==> src/rtl/display_scan_ctrl.sv <==
// rtl/display_scan_ctrl.sv - multiplexed 7-segment scan controller with frame-aligned double buffer
//
// Purpose:
//   Scans NUM_DIGITS BCD digits onto one shared 7-segment decoder and a
//   per-digit active-low anode bus. Each digit slot is GUARD_CYCLES cycles
//   with every anode off, then PRESCALE cycles with that digit's anode low.
//   A new value is taken through a valid/ready handshake into a pending
//   buffer and promoted to the displayed (active) buffer only at the frame
//   boundary, so a frame always shows one consistent value.
//
// Optional feature (macro LEADING_ZERO_BLANK_EN):
//   When defined, leading zero digits are blanked during SHOW; digit 0 is
//   never blanked, and a decimal-point request on a digit keeps that digit
//   and every lower digit lit.
//
// Ports:
//   clock        in   rising-edge system clock
//   reset_n      in   asynchronous active-low reset
//   value_in     in   [4*NUM_DIGITS-1:0] BCD digits, [3:0] = digit 0 (rightmost)
//   dp_in        in   [NUM_DIGITS-1:0] decimal-point request per digit
//   value_valid  in   producer offers value_in/dp_in
//   value_ready  out  pending buffer empty; transfer on valid && ready
//   data         out  [3:0] BCD code of the selected digit (to the decoder)
//   dp           out  decimal point of the selected digit
//   an_n         out  [NUM_DIGITS-1:0] active-low anodes, at most one low
//   frame_start  out  one-cycle pulse on the first guard cycle of a new frame

module display_scan_ctrl #(
  parameter int NUM_DIGITS   = 4,
  parameter int PRESCALE     = 50000,
  parameter int GUARD_CYCLES = 2
) (
  input  logic                    clock,
  input  logic                    reset_n,
  input  logic [4*NUM_DIGITS-1:0] value_in,
  input  logic [NUM_DIGITS-1:0]   dp_in,
  input  logic                    value_valid,
  output logic                    value_ready,
  output logic [3:0]              data,
  output logic                    dp,
  output logic [NUM_DIGITS-1:0]   an_n,
  output logic                    frame_start
);

  localparam int IDX_W   = (NUM_DIGITS > 1) ? $clog2(NUM_DIGITS) : 1;
  localparam int CNT_MAX = (PRESCALE > GUARD_CYCLES) ? PRESCALE : GUARD_CYCLES;
  localparam int CNT_W   = (CNT_MAX > 1) ? $clog2(CNT_MAX) : 1;

  localparam logic [IDX_W-1:0] LAST_IDX   = IDX_W'(NUM_DIGITS - 1);
  localparam logic [CNT_W-1:0] GUARD_LAST = CNT_W'(GUARD_CYCLES - 1);
  localparam logic [CNT_W-1:0] SHOW_LAST  = CNT_W'(PRESCALE - 1);

  typedef enum logic {
    ST_GUARD = 1'b0,
    ST_SHOW  = 1'b1
  } state_t;

  state_t                  state, state_nxt;
  logic [IDX_W-1:0]        idx, idx_nxt;
  logic [CNT_W-1:0]        cnt, cnt_nxt;
  logic                    wrap;

  logic [4*NUM_DIGITS-1:0] pend_val;
  logic [NUM_DIGITS-1:0]   pend_dp;
  logic                    pend_full;
  logic [4*NUM_DIGITS-1:0] act_val, act_val_nxt;
  logic [NUM_DIGITS-1:0]   act_dp, act_dp_nxt;

  logic                    accept;
  logic                    swap;

  logic [3:0]              data_nxt;
  logic                    dp_nxt;
  logic [NUM_DIGITS-1:0]   an_n_nxt;
  logic                    lit;
`ifdef LEADING_ZERO_BLANK_EN
  logic                    seen;
`endif

  assign value_ready = ~pend_full;
  assign accept      = value_valid & ~pend_full;
  // Promotion uses pend_full as it was before the boundary edge; an accept
  // cannot happen in the same cycle because ready is low while full.
  assign swap        = wrap & pend_full;

  // Scan sequencing: guard slot, then show slot, then next digit.
  always_comb begin
    state_nxt = state;
    idx_nxt   = idx;
    cnt_nxt   = cnt;
    wrap      = 1'b0;
    case (state)
      ST_GUARD: begin
        if (cnt == GUARD_LAST) begin
          state_nxt = ST_SHOW;
          cnt_nxt   = '0;
        end else begin
          cnt_nxt = cnt + 1'b1;
        end
      end
      ST_SHOW: begin
        if (cnt == SHOW_LAST) begin
          state_nxt = ST_GUARD;
          cnt_nxt   = '0;
          if (idx == LAST_IDX) begin
            idx_nxt = '0;
            wrap    = 1'b1;
          end else begin
            idx_nxt = idx + 1'b1;
          end
        end else begin
          cnt_nxt = cnt + 1'b1;
        end
      end
      default: begin
        state_nxt = ST_GUARD;
        cnt_nxt   = '0;
        idx_nxt   = '0;
      end
    endcase
  end

  // Outputs are registered from next-state values so that an_n/data/dp
  // always describe the state the FSM is in during the same cycle.
  always_comb begin
    act_val_nxt = swap ? pend_val : act_val;
    act_dp_nxt  = swap ? pend_dp  : act_dp;
    data_nxt    = 4'd0;
    dp_nxt      = 1'b0;
    an_n_nxt    = '1;
    lit         = 1'b0;
`ifdef LEADING_ZERO_BLANK_EN
    seen        = 1'b0;
`endif
    // Walk from the most significant digit down so that "something nonzero
    // or a dp request at or above this digit" is known when idx is reached.
    for (int i = NUM_DIGITS - 1; i >= 0; i--) begin
`ifdef LEADING_ZERO_BLANK_EN
      seen = seen | (act_val_nxt[4*i +: 4] != 4'd0) | act_dp_nxt[i];
`endif
      if (IDX_W'(i) == idx_nxt) begin
        data_nxt = act_val_nxt[4*i +: 4];
        dp_nxt   = act_dp_nxt[i];
`ifdef LEADING_ZERO_BLANK_EN
        lit      = seen | (i == 0);
`else
        lit      = 1'b1;
`endif
        // Codes above 9 keep the slot timing but leave the digit dark.
        if ((state_nxt == ST_SHOW) && lit && (data_nxt <= 4'd9)) begin
          an_n_nxt[i] = 1'b0;
        end
      end
    end
  end

  always_ff @(posedge clock or negedge reset_n) begin
    if (!reset_n) begin
      state <= ST_GUARD;
      idx   <= '0;
      cnt   <= '0;
    end else begin
      state <= state_nxt;
      idx   <= idx_nxt;
      cnt   <= cnt_nxt;
    end
  end

  always_ff @(posedge clock or negedge reset_n) begin
    if (!reset_n) begin
      pend_val  <= '0;
      pend_dp   <= '0;
      pend_full <= 1'b0;
      act_val   <= '0;
      act_dp    <= '0;
    end else begin
      act_val <= act_val_nxt;
      act_dp  <= act_dp_nxt;
      if (accept) begin
        pend_val  <= value_in;
        pend_dp   <= dp_in;
        pend_full <= 1'b1;
      end else if (swap) begin
        pend_full <= 1'b0;
      end
    end
  end

  always_ff @(posedge clock or negedge reset_n) begin
    if (!reset_n) begin
      an_n        <= '1;
      data        <= 4'd0;
      dp          <= 1'b0;
      frame_start <= 1'b0;
    end else begin
      an_n        <= an_n_nxt;
      data        <= data_nxt;
      dp          <= dp_nxt;
      frame_start <= wrap;
    end
  end

endmodule

==> config.mk <==
export PLATFORM = sky130hd
export DESIGN_NAME = display_scan_ctrl
export DESIGN_NICKNAME = d
export VERILOG_FILES = /design/src/rtl/display_scan_ctrl.sv
export SDC_FILE = /design/constraint.sdc
export NUM_CORES = 1
export LEC_CHECK = 0
export BUFFER_PORTS_ARGS = -buffer_cell sky130_fd_sc_hd__buf_2
export CAP_MARGIN = 10
export CORE_ASPECT_RATIO = 1.2
export CORE_UTILIZATION = 40
export CTS_CLUSTER_DIAMETER = 150
export CTS_CLUSTER_SIZE = 25
export DETAILED_ROUTE_END_ITERATION = 6
export PLACE_DENSITY = 0.57
export SLEW_MARGIN = 40
export SYNTH_ARGS = -nofsm -noshare
export SYNTH_HDL_FRONTEND = slang
export SYNTH_SLANG_ARGS = --single-unit
export TNS_END_PERCENT = 1
==> constraint.sdc <==
create_clock -name clock -period 3.25 [get_ports clock]
set_clock_uncertainty 0.15 [all_clocks]
set_input_delay 0.1625 -clock clock [delete_from_list [all_inputs] [get_ports clock]]
set_output_delay 0.1625 -clock clock [all_outputs]
set_load 0.03 [all_outputs]
==> flow_summary.json <==
{
  "status": "complete, no violations",
  "powerDensity_mw_per_mm2": 440,
  "dpl.hpwl_um": 4530,
  "cp.arrival_ns": 2.94,
  "via_count": 2259,
  "met1_length_um": 3010,
  "syn-num-nets": 291,
  "grt_pass1_vias": 2431,
  "cts_buffers": 9,
  "end_kind": "register",
  "cts_sinks": 70,
  "async_flop_share_pct": 100,
  "io_pins": 34,
  "synth-edff-count": 0,
  "ys.flop_type": "dfrtp_1",
  "die_h_um": 99.3,
  "reg2reg_from": "cnt[11]$_DFF_PN0_",
  "antenna_found_initial": 0,
  "critPathKind": "reg2reg",
  "drive_gt1_share_pct": 27.4,
  "routed.top_layer": "met4",
  "firstDrtPassIters": 5,
  "synth_area_mm2": 0.00316,
  "multiInputGateArea_mm2": 0.00130,
  "coreArea_mm2": 0.00766,
  "cts_max_path_buffers": 2,
  "die_w_um": 83.1,
  "io_buffers": 33,
  "r2r_end": "data[0]$_DFF_PN0_",
  "hold_class": "in2async",
  "wl_per_cell_um": 15.6,
  "grt.overflow.total": 0,
  "crit_start": "cnt[11]$_DFF_PN0_",
  "area_delta_synth_final_pct": 22.0,
  "cts_setup_buffers": 0,
  "antenna_cells": 0,
  "worst_slew_pin_slew_ns": 0.644,
  "ys_types": 46,
  "synth_seq_area_share_pct": 55.6,
  "vias_per_cell": 5.33,
  "grt_max_degree": 71,
  "num_rows": 35,
  "max-slew-margin-rel_pct": 57.1,
  "initial_core_util_pct": 41.2,
  "drtIter0Drc": 118,
  "pre_cts_slack_ns": 0.346,
  "drc": 0,
  "finalSetupTns_ns": 0,
  "peakVddDrop_uv": 241,
  "power_leakage_nw": 1.92,
  "ant_nets": 0,
  "hold_viol": 0,
  "root_buffer": "clkbuf_8",
  "mostFrequentLayoutCells": "dfrtp_1 (66), buf_2 (33), dlygate4sd3_1 (22)",
  "dieArea_mm2": 0.00826,
  "syn_area_per_cell_um2": 11.9,
  "postSynthCellCount": 265,
  "drt_wl_total_um": 6610,
  "setup_viol_count_final": 0,
  "grt_use_total_pct": 18.0,
  "reg2reg_slack_ns": 0.37,
  "yosys_warnings": 0,
  "post_cts_resized": 0,
  "nNetsFinal": 353,
  "worstPathRequired_ns": 3.31,
  "final_max_slew_viol_count": 0,
  "nFillCells": 690,
  "grt_pass1_wl_um": 11600,
  "final_common_cell": "dfrtp_1",
  "wl_met2_um": 3250,
  "regArea_mm2": 0.00176,
  "wl_met3_um": 182,
  "place_congestion": 0.815,
  "htreeDepth": 3,
  "cp_max_fo": 13,
  "cts_tree": "done",
  "cp-start-kind": "register",
  "fmax_ghz": 0.347,
  "r2r_cells": 6,
  "timing.final.crit_share_pct": 88.6,
  "clock_latency_ns": 0.35,
  "yosys_register_bits": 70,
  "cts.clk_slew.worst_paths_ns": 0.08,
  "rsz0062_at_grt": "false",
  "finalCriticalPeriod_ns": 2.88,
  "finalWorstSetupSlack_ns": 0.370,
  "cap_violations": 0
}
==> area by class of cell <==
class	count	area share [%]
flip-flops and latches	70	45.6
repair buffers	64	11.9
inverters	6	0.585
multi-input cells	176	33.8
clock buffers	9	3.22
well taps	92	2.99
clock inverters	7	1.95
==> how the worst max path moves through the flow <==
stage	cells after the start	end	slack (ns)
2_1_floorplan	7	data[0]$_DFF_PN0_	0.64
3_3_place_gp	6	dp$_DFF_PN0_	0.48
3_5_place_dp	6	dp$_DFF_PN0_	0.35
4_1_cts	6	data[0]$_DFF_PN0_	0.35
5_1_grt	6	data[0]$_DFF_PN0_	0.04
6_report	6	data[0]$_DFF_PN0_	0.37
==> worst max-delay path, stage by stage (launching register included) <==
cell	delay (ns)
dfrtp_1	0.44
or4_4	0.61
nor4_4	0.34
mux2i_1	0.29
clkinv_1	0.34
a2111oi_0	0.45
nor4_1	0.13
==> metal layers <==
metal	GRT usage (%)	vias up
met5	0	-
met4	8.75	0
met3	3.24	12
met2	29.9	41
met1	22.7	1100
li1	-	1106
==> where the power goes <==
| group | total (mW) | switching [mW] | internal [mW] |
|---|---|---|---|
| clock | 0.695 | 0.340 | 0.355 |
| sequential | 0.921 | 0.0180 | 0.903 |
| combinational | 0.0805 | 0.0297 | 0.0508 |
==> logic make-up (layout without fill, tap and decap cells) <==
group                      after synthesis  count (layout)  share of synthesized area (%)
AOI/OAI and AO/OA                       40              40                           9.67
xor gates and xnor gates                14              14                           3.88
adders and majority gates                3               3                           1.19
buffers and inverters                   19              86                           3.21
DFF                                     70              70                           55.6
muxes                                   22              22                           7.77
and+or+nand+nor                         97              97                           18.7
==> repair_timing <==
action / 4_1_cts / 5_1_grt
setup endpoints to repair: 0 / 0
hold endpoints to repair: 87 / 0
hold buffers: 22 / 0
==> synthesized netlist by cell type (all sizes together), types with 6 or more instances <==
library cell / n / share of area (%)
dfrtp: 66 / 52
mux2: 20 / 7.1
and3: 18 / 3.6
nand3: 17 / 2.7
nor2: 13 / 1.5
a2111oi: 12 / 3.4
nand2: 12 / 1.5
a21o: 10 / 2.4
buf: 8 / 1.8
nand4: 8 / 1.8
nor4: 8 / 2.1
o21ai: 8 / 1.3
xor2: 8 / 2.2
xnor2: 6 / 1.7
==> through the flow <==
step | cells | area (um^2) | power (mW) | utilization (%) | hold WS (ns)
finish | 424 | 3850 | 1.70 | 50.3 | 0.298
global route | 424 | 3850 | 1.77 | 50.3 | 0.339
CTS | 424 | 3850 | 1.72 | 50.3 | 0.327
detailed placement | 386 | 3430 | 1.00 | 44.8 | 0.167
global placement | 386 | 3430 | 0.997 | 44.8 | 0.243
floorplan | 265 | 3160 | 0.958 | - | -0.283
==> registers in the layout, summed over array words and instances, names as in the netlist, 2 cells and up <==
signal / flops
act_dp: 4
act_val: 16
an_n: 4
cnt: 16
data: 4
idx: 2
pend_dp: 4
pend_val: 16
No activity file was read; power rests on OpenSTA's default activity.
